`src/rtl/layer_scan_ctrl_if.sv`:
```
// Signal bundle between the layer scan controller, the frame buffer RAM and
// the latch driver of the 8x8x8 LED cube.
interface layer_scan_ctrl_if;
    logic       enable;
    logic [5:0] rd_addr;
    logic [7:0] rd_data;
    logic       lat_start;
    logic [2:0] lat_idx;
    logic [7:0] lat_data;
    logic       lat_done;
    logic [7:0] layer_en;
    logic       frame_tick;
    logic       err;

    modport master (
        input  enable, rd_data, lat_done,
        output rd_addr, lat_start, lat_idx, lat_data, layer_en, frame_tick, err
    );

    modport slave (
        output enable, rd_data, lat_done,
        input  rd_addr, lat_start, lat_idx, lat_data, layer_en, frame_tick, err
    );
endinterface

```
`src/rtl/layer_scan_ctrl.sv`:
```
// Layer scan controller: per layer, blanks the cube, loads the 8 row latches
// from the frame buffer through the start/done handshake, then shows the layer.
module layer_scan_ctrl #(
    parameter int DWELL_CYCLES = 1000,
    parameter int BLANK_CYCLES = 4,
    parameter int DONE_TIMEOUT = 15
) (
    input  logic              clk,
    input  logic              rst_n,
    layer_scan_ctrl_if.master bus
);

    localparam int CNT_MAX_A = (DWELL_CYCLES > BLANK_CYCLES) ? DWELL_CYCLES : BLANK_CYCLES;
    localparam int CNT_MAX   = (CNT_MAX_A > DONE_TIMEOUT) ? CNT_MAX_A : DONE_TIMEOUT;
    localparam int CNT_W     = $clog2(CNT_MAX + 1);

    localparam logic [CNT_W-1:0] CNT_ZERO    = {CNT_W{1'b0}};
    localparam logic [CNT_W-1:0] CNT_ONE     = CNT_W'(1);
    localparam logic [CNT_W-1:0] BLANK_LOAD  = CNT_W'(BLANK_CYCLES - 1);
    localparam logic [CNT_W-1:0] DWELL_LOAD  = CNT_W'(DWELL_CYCLES - 1);
    localparam logic [CNT_W-1:0] TIMEOUT_VAL = CNT_W'(DONE_TIMEOUT);

    typedef enum logic [2:0] {
        IDLE      = 3'd0,
        BLANK     = 3'd1,
        FETCH     = 3'd2,
        CAPTURE   = 3'd3,
        ISSUE     = 3'd4,
        WAIT_DONE = 3'd5,
        SHOW      = 3'd6
    } state_t;

    state_t           state_q, state_d;
    logic [2:0]       layer_q, layer_d;
    logic [2:0]       row_q, row_d;
    logic [CNT_W-1:0] cnt_q, cnt_d;
    logic [5:0]       rd_addr_q, rd_addr_d;
    logic             lat_start_q, lat_start_d;
    logic [2:0]       lat_idx_q, lat_idx_d;
    logic [7:0]       lat_data_q, lat_data_d;
    logic [7:0]       layer_en_q, layer_en_d;
    logic             frame_tick_q, frame_tick_d;
    logic             err_q, err_d;

    // Next-state logic; cnt_q counts down in BLANK/SHOW and up in WAIT_DONE.
    always_comb begin
        state_d    = state_q;
        layer_d    = layer_q;
        row_d      = row_q;
        cnt_d      = cnt_q;
        lat_idx_d  = lat_idx_q;
        lat_data_d = lat_data_q;
        err_d      = err_q;

        case (state_q)
            IDLE: begin
                layer_d = 3'd0;
                row_d   = 3'd0;
                if (bus.enable) begin
                    state_d = BLANK;
                    cnt_d   = BLANK_LOAD;
                end else begin
                    state_d = IDLE;
                end
            end
            BLANK: begin
                if (cnt_q == CNT_ZERO) begin
                    row_d   = 3'd0;
                    state_d = FETCH;
                end else begin
                    cnt_d = cnt_q - CNT_ONE;
                end
            end
            FETCH: begin
                state_d = CAPTURE;
            end
            CAPTURE: begin
                lat_data_d = bus.rd_data;
                lat_idx_d  = row_q;
                state_d    = ISSUE;
            end
            ISSUE: begin
                // A done pulse here belongs to no transfer we are waiting on.
                state_d = WAIT_DONE;
                cnt_d   = CNT_ONE;
            end
            WAIT_DONE: begin
                if (bus.lat_done || (cnt_q == TIMEOUT_VAL)) begin
                    if (!bus.lat_done) begin
                        err_d = 1'b1;
                    end else begin
                        err_d = err_q;
                    end
                    if (row_q == 3'd7) begin
                        state_d = SHOW;
                        cnt_d   = DWELL_LOAD;
                    end else begin
                        row_d   = row_q + 3'd1;
                        state_d = FETCH;
                    end
                end else begin
                    cnt_d = cnt_q + CNT_ONE;
                end
            end
            SHOW: begin
                if (cnt_q == CNT_ZERO) begin
                    if (bus.enable) begin
                        layer_d = layer_q + 3'd1;
                        state_d = BLANK;
                        cnt_d   = BLANK_LOAD;
                    end else begin
                        layer_d = 3'd0;
                        state_d = IDLE;
                    end
                end else begin
                    cnt_d = cnt_q - CNT_ONE;
                end
            end
            default: begin
                state_d = IDLE;
                layer_d = 3'd0;
                row_d   = 3'd0;
                cnt_d   = CNT_ZERO;
            end
        endcase
    end

    // Output next values are derived from the next state so every registered
    // output lines up with the state it belongs to.
    always_comb begin
        if (state_d == FETCH) begin
            rd_addr_d = {layer_d, row_d};
        end else begin
            rd_addr_d = rd_addr_q;
        end
        lat_start_d = (state_d == ISSUE);
        if (state_d == SHOW) begin
            layer_en_d = 8'd1 << layer_d;
        end else begin
            layer_en_d = 8'd0;
        end
        frame_tick_d = (state_d == SHOW) && (cnt_d == CNT_ZERO) && (layer_d == 3'd7);
    end

    // State and output registers with synchronous active-low reset.
    always_ff @(posedge clk) begin
        if (!rst_n) begin
            state_q      <= IDLE;
            layer_q      <= 3'd0;
            row_q        <= 3'd0;
            cnt_q        <= CNT_ZERO;
            rd_addr_q    <= 6'd0;
            lat_start_q  <= 1'b0;
            lat_idx_q    <= 3'd0;
            lat_data_q   <= 8'd0;
            layer_en_q   <= 8'd0;
            frame_tick_q <= 1'b0;
            err_q        <= 1'b0;
        end else begin
            state_q      <= state_d;
            layer_q      <= layer_d;
            row_q        <= row_d;
            cnt_q        <= cnt_d;
            rd_addr_q    <= rd_addr_d;
            lat_start_q  <= lat_start_d;
            lat_idx_q    <= lat_idx_d;
            lat_data_q   <= lat_data_d;
            layer_en_q   <= layer_en_d;
            frame_tick_q <= frame_tick_d;
            err_q        <= err_d;
        end
    end

    assign bus.rd_addr    = rd_addr_q;
    assign bus.lat_start  = lat_start_q;
    assign bus.lat_idx    = lat_idx_q;
    assign bus.lat_data   = lat_data_q;
    assign bus.layer_en   = layer_en_q;
    assign bus.frame_tick = frame_tick_q;
    assign bus.err        = err_q;

endmodule

```
`src/flat_wrapper.sv`:
```
// flat-port wrapper written by rule: the top's interface ports become plain ports
module layer_scan_ctrl_flat 
#(
    parameter int DWELL_CYCLES = 1000,
    parameter int BLANK_CYCLES = 4,
    parameter int DONE_TIMEOUT = 15
)
  (clk, rst_n, bus_enable, bus_rd_data, bus_lat_done, bus_rd_addr, bus_lat_start, bus_lat_idx, bus_lat_data, bus_layer_en, bus_frame_tick, bus_err);
  layer_scan_ctrl_if bus_i ();
  input  logic clk;
  input  logic rst_n;
  input wire logic [$bits(bus_i.enable)-1:0] bus_enable;
  input wire logic [$bits(bus_i.rd_data)-1:0] bus_rd_data;
  input wire logic [$bits(bus_i.lat_done)-1:0] bus_lat_done;
  output wire logic [$bits(bus_i.rd_addr)-1:0] bus_rd_addr;
  output wire logic [$bits(bus_i.lat_start)-1:0] bus_lat_start;
  output wire logic [$bits(bus_i.lat_idx)-1:0] bus_lat_idx;
  output wire logic [$bits(bus_i.lat_data)-1:0] bus_lat_data;
  output wire logic [$bits(bus_i.layer_en)-1:0] bus_layer_en;
  output wire logic [$bits(bus_i.frame_tick)-1:0] bus_frame_tick;
  output wire logic [$bits(bus_i.err)-1:0] bus_err;
  assign bus_i.enable = bus_enable;
  assign bus_i.rd_data = bus_rd_data;
  assign bus_i.lat_done = bus_lat_done;
  assign bus_rd_addr = bus_i.rd_addr;
  assign bus_lat_start = bus_i.lat_start;
  assign bus_lat_idx = bus_i.lat_idx;
  assign bus_lat_data = bus_i.lat_data;
  assign bus_layer_en = bus_i.layer_en;
  assign bus_frame_tick = bus_i.frame_tick;
  assign bus_err = bus_i.err;
  layer_scan_ctrl #(.DWELL_CYCLES(DWELL_CYCLES), .BLANK_CYCLES(BLANK_CYCLES), .DONE_TIMEOUT(DONE_TIMEOUT)) u_core (.clk(clk), .rst_n(rst_n), .bus(bus_i));
endmodule
```
`config.mk`:
```
export PLATFORM = sky130hd
export DESIGN_NAME = layer_scan_ctrl_flat
export DESIGN_NICKNAME = d
export VERILOG_FILES = /design/src/rtl/layer_scan_ctrl_if.sv /design/src/rtl/layer_scan_ctrl.sv /design/src/flat_wrapper.sv
export SDC_FILE = /design/constraint.sdc
export NUM_CORES = 1
export LEC_CHECK = 0
export CORE_MARGIN = 10
export CORE_UTILIZATION = 40
export CTS_CLUSTER_DIAMETER = 30
export CTS_CLUSTER_SIZE = 10
export DETAILED_ROUTE_END_ITERATION = 8
export REMOVE_ABC_BUFFERS = 1
export SLEW_MARGIN = 20
export SYNTH_ARGS = -nofsm -noshare
export SYNTH_HDL_FRONTEND = slang
export SYNTH_SLANG_ARGS = --single-unit
export TNS_END_PERCENT = 30
```
`constraint.sdc`:
```
create_clock -name clk -period 3.02 [get_ports clk]
set_input_delay 0.604 -clock clk [delete_from_list [all_inputs] [get_ports clk]]
set_output_delay 0.604 -clock clk [all_outputs]
set_load 0.03 [all_outputs]
```
==> impl_results.html <==
<table>
<tr><th>Metric</th><th>Value</th></tr>
<tr><th colspan="2">Status</th></tr>
<tr><td>Status</td><td>complete, no violations</td></tr>
<tr><th colspan="2">Detailed routing</th></tr>
<tr><td>Initial DRC Count</td><td>270</td></tr>
<tr><td>Number of nets with antenna violations after detailed routing</td><td>0</td></tr>
<tr><td>Number of iterations in the first detailed-routing pass</td><td>5</td></tr>
<tr><td>Mean number of vias per cell</td><td>5.74</td></tr>
<tr><td>Number of remaining DRC errors</td><td>0</td></tr>
<tr><td>Via count</td><td>2,774</td></tr>
<tr><td>Detailed-route wire length</td><td>8.26 mm</td></tr>
<tr><td>Avg WL per Cell</td><td>17.1 µm</td></tr>
<tr><th colspan="2">Critical path</th></tr>
<tr><td>Peak per-stage delay on the critical path</td><td>0.61 ns</td></tr>
<tr><td>Kind of end point of the critical path</td><td>register</td></tr>
<tr><td>Worst setup slack for register-to-register paths</td><td>0.35 ns</td></tr>
<tr><td>Startpoint kind of the worst setup timing path</td><td>register</td></tr>
<tr><td>Reg2reg start</td><td>u_core.cnt_q[5]</td></tr>
<tr><td>Worst r2r path cells</td><td>7</td></tr>
<tr><td>Crit path DAT</td><td>2.89 ns</td></tr>
<tr><td>Chain of cells forming the critical path</td><td>nor3_4 &gt; a31oi_2 &gt; o221ai_1 &gt; o311ai_1 &gt; nor3b_2 &gt; nand4_1 &gt; nor4_2</td></tr>
<tr><td>Type of the worst setup path</td><td>reg2reg</td></tr>
<tr><td>Maximum fanout along the worst path</td><td>13</td></tr>
<tr><td>Required time of the critical path</td><td>3.24 ns</td></tr>
<tr><td>Cell at the slowest stage of the critical path</td><td>sky130_fd_sc_hd__nor3_4</td></tr>
<tr><td>Endpoint of the most critical register-to-register path</td><td>u_core.bus.frame_tick</td></tr>
<tr><th colspan="2">GRT</th></tr>
<tr><td>Via count of the first global-routing pass</td><td>2,555</td></tr>
<tr><td>Maximum number of pins on one net before global-route repair</td><td>27</td></tr>
<tr><td>Total congestion overflow</td><td>0</td></tr>
<tr><td>Initial antenna violation count</td><td>0</td></tr>
<tr><td>Wire length of the first global-routing pass</td><td>13.4 mm</td></tr>
<tr><td>Global routing usage summed across all routing layers</td><td>15.8%</td></tr>
<tr><th colspan="2">STA</th></tr>
<tr><td>Clock tree skew after final layout</td><td>0.00500 ns</td></tr>
<tr><td>Final hold violation count</td><td>0</td></tr>
<tr><td>Final setup TNS</td><td>0 ns</td></tr>
<tr><td>Setup ws final</td><td>0.354 ns</td></tr>
<tr><td>Fin crit share</td><td>88.3%</td></tr>
<tr><td>Minimum clock period after layout</td><td>2.67 ns</td></tr>
<tr><td>Unrepaired setup endpoints after global routing</td><td>no</td></tr>
<tr><td>Number of max-slew violations in the final report</td><td>0</td></tr>
<tr><td>Fmax</td><td>375 MHz</td></tr>
<tr><td>Count of final setup violators</td><td>0</td></tr>
<tr><td>Slew at the pin closest to its max-slew limit</td><td>0.760 ns</td></tr>
<tr><td>Slew margin rel.</td><td>48.9%</td></tr>
<tr><th colspan="2">Finish</th></tr>
<tr><td>Number of antenna diodes</td><td>0</td></tr>
<tr><td>Final cell count without fillers</td><td>483</td></tr>
<tr><td>Share of cells above drive strength 1</td><td>10.1%</td></tr>
<tr><td>Post-layout nets</td><td>404</td></tr>
<tr><td>Area Growth Syn to Fin</td><td>19.9%</td></tr>
<tr><td>Layout fillers</td><td>668</td></tr>
<tr><th colspan="2">Pwr</th></tr>
<tr><td>Leak</td><td>1.25 nW</td></tr>
<tr><td>PwrDens</td><td>948 nW/µm²</td></tr>
<tr><td>VDD IR-drop max</td><td>0.644 mV</td></tr>
<tr><th colspan="2">Die</th></tr>
<tr><td>Overall die area</td><td>10,700 µm²</td></tr>
<tr><td>Vertical die dimension</td><td>103 µm</td></tr>
<tr><td>Core box area</td><td>6790 µm²</td></tr>
<tr><td>Effective utilization at floorplan</td><td>41.0%</td></tr>
<tr><td>Number of placement rows</td><td>30</td></tr>
<tr><td>Die boundary width</td><td>103 µm</td></tr>
<tr><td>Number of top-level pins</td><td>40</td></tr>
<tr><th colspan="2">Logic synthesis</th></tr>
<tr><td>Number of unique standard cell types used by synthesis</td><td>64</td></tr>
<tr><td>Most frequent cell after synthesis</td><td>sky130_fd_sc_hd__nand2_1</td></tr>
<tr><td>Cell type with the highest aggregate area in the netlist</td><td>sky130_fd_sc_hd__dfxtp_1</td></tr>
<tr><td>Commonest cells in the netlist</td><td>53 x sky130_fd_sc_hd__nand2_1, 47 x sky130_fd_sc_hd__dfxtp_1, 38 x sky130_fd_sc_hd__a21oi_1</td></tr>
<tr><td>Number of standard cells after synthesis</td><td>354</td></tr>
<tr><td>Yosys reg bits</td><td>47</td></tr>
<tr><td>Fraction of synthesis flops using an asynchronous set or reset pin</td><td>0%</td></tr>
<tr><td>Primary FF master, synth</td><td>sky130_fd_sc_hd__dfxtp_1</td></tr>
<tr><td>Top cells by area in the synthesized netlist</td><td>sky130_fd_sc_hd__dfxtp_1 34%, sky130_fd_sc_hd__nand2_1 7.1%, sky130_fd_sc_hd__a21oi_1 6.8%</td></tr>
<tr><td>Portion of the post-synthesis area used by sequential elements</td><td>33.8%</td></tr>
<tr><td>Synthesized area</td><td>2790 µm²</td></tr>
<tr><td>Yosys warns</td><td>0</td></tr>
<tr><td>Synth top area share</td><td>33.8%</td></tr>
<tr><td>Synth Area per Inst</td><td>7.87 µm²</td></tr>
<tr><td>Count of flip-flops with a built-in enable after synthesis</td><td>0</td></tr>
<tr><th colspan="2">Placed design</th></tr>
<tr><td>Cell count after placement</td><td>476</td></tr>
<tr><td>Routability Congestion</td><td>0.913</td></tr>
<tr><td>Total half-perimeter wirelength after legalization and detailed placement</td><td>6.09 mm</td></tr>
<tr><td>Post-placement setup slack</td><td>0.315 ns</td></tr>
<tr><td>Number of buffer cells added on primary ports</td><td>39</td></tr>
<tr><th colspan="2">Worst hold path</th></tr>
<tr><td>Worst Hold Path Cells</td><td>2</td></tr>
<tr><td>Hold Crit Start</td><td>u_core.bus.lat_idx[0]</td></tr>
<tr><td>Worst min path class</td><td>reg2reg</td></tr>
<tr><td>Hold endpoint</td><td>u_core.bus.lat_idx[0]</td></tr>
<tr><th colspan="2">Clocking</th></tr>
<tr><td>Maximum buffer depth of the clock tree</td><td>2</td></tr>
<tr><td>Num CTS Buffers</td><td>5</td></tr>
<tr><td>Postcts setup bufs</td><td>0</td></tr>
<tr><td>Post-CTS Hold Buffers</td><td>0</td></tr>
<tr><td>Number of H-tree levels</td><td>2</td></tr>
<tr><td>Count of clock tree sinks</td><td>47</td></tr>
<tr><td>Clock tree from TritonCTS</td><td>built</td></tr>
<tr><td>Latest clock arrival within the worst-skew pair</td><td>0.30 ns</td></tr>
<tr><td>Clock transition at the registers of the reported paths</td><td>0.09 ns</td></tr>
<tr><td>Clock root cell</td><td>sky130_fd_sc_hd__clkbuf_8</td></tr>
<tr><td>Post-CTS sizing</td><td>0</td></tr>
<tr><th colspan="2">Job</th></tr>
<tr><td>Max capacitance violation total</td><td>0</td></tr>
</table>
-- metal layers --
layer	GRT usage [%]	part of all wire, %
met5	0	0
met2	25.0	47
met3	2.86	8.2
met1	20.9	42
met4	6.20	1.9
-- cell families after synthesis --
family | Yosys count | share of synthesized area, %
muxes | 3 | 1.08
and+or+nand+nor | 164 | 31.5
adders and majority gates | 5 | 2.24
AOI/OAI and AO/OA | 95 | 23.7
DFF | 47 | 33.8
buffers and inverters | 36 | 6.46
xor gates and xnor gates | 4 | 1.26
-- power breakdown --
| group | internal (W) | total (W) | leakage [nW] | switching (W) |
|---|---|---|---|---|
| combinational | 0.000752 | 0.00187 | 0.824 | 0.00112 |
| sequential | 0.000705 | 0.000914 | 0.380 | 0.000210 |
| clock | 0.000159 | 0.000382 | 0.0440 | 0.000223 |
-- state kept, by name (all words and copies together), names as in the netlist --
signal / count
u_core.cnt_q: 10
u_core.bus.lat_data: 8
u_core.bus.layer_en: 8
u_core.bus.rd_addr: 6
u_core.bus.lat_idx: 3
u_core.layer_q: 3
u_core.row_q: 3
u_core.state_q: 3
u_core.bus.err: 1
u_core.bus.frame_tick: 1
u_core.bus.lat_start: 1
-- final cells by class --
type	instances	area, µm²	area share [%]
clock buffers	5	68.8	2.06
well taps	96	120	3.59
multi-input cells	271	1670	49.9
inverters	8	30.0	0.898
clock inverters	2	13.8	0.412
repair buffers	54	503	15.0
flip-flops and latches	47	941	28.1
-- worst max-delay path, delay by kind of cell (launching register included) --
family / cells / cell delay (ns)
compound gates: 3 / 0.95
simple gates: 4 / 1.19
flops: 1 / 0.44
-- cells in the final DEF (no fill, tap or decap), drive strengths merged, types with 3 or more instances in the layout --
master          n
dfxtp          47
or2             4
a21o            3
o221ai          3
clkdlybuf4s50  39
inv             7
or3             3
clkinv          3
and3            3
a21boi          3
nand3          10
mux2i           3
and2           14
nand3b          5
a32oi           3
clkbuf          5
nand2          53
o211ai          3
a21oi          38
buf            15
ha              5
nor4            5
a31oi          10
nand4           6
nor3           13
a41oi           4
nor2           30
nand2b          3
a211o           4
o21ai           7
nor3b           6
-- per-stage QoR --
stage / area, µm² / util, % / power (W) / hold slack (ns)
floorplan: 2640 / - / 0.00215 / 0.449
global placement: 3260 / 48.0 / 0.00276 / 0.442
detailed placement: 3260 / 48.0 / 0.00276 / 0.447
CTS: 3340 / 49.2 / 0.00315 / 0.460
global route: 3340 / 49.2 / 0.00340 / 0.486
finish: 3340 / 49.2 / 0.00317 / 0.456
-- how the worst max path moves through the flow --
| stage | start | endpoint | slack, ns | depth (start not counted) |
|---|---|---|---|---|
| 2_1_floorplan | u_core.cnt_q[1] | u_core.bus.frame_tick | 0.73 | 8 |
| 3_3_place_gp | bus_enable | u_core.bus.frame_tick | 0.37 | 7 |
| 3_5_place_dp | bus_lat_done | u_core.bus.frame_tick | 0.32 | 8 |
| 4_1_cts | u_core.cnt_q[0] | u_core.bus.frame_tick | 0.35 | 9 |
| 5_1_grt | u_core.cnt_q[5] | u_core.bus.frame_tick | 0.13 | 7 |
| 6_report | u_core.cnt_q[5] | u_core.bus.frame_tick | 0.35 | 7 |
(Power assumes the default switching activity.)
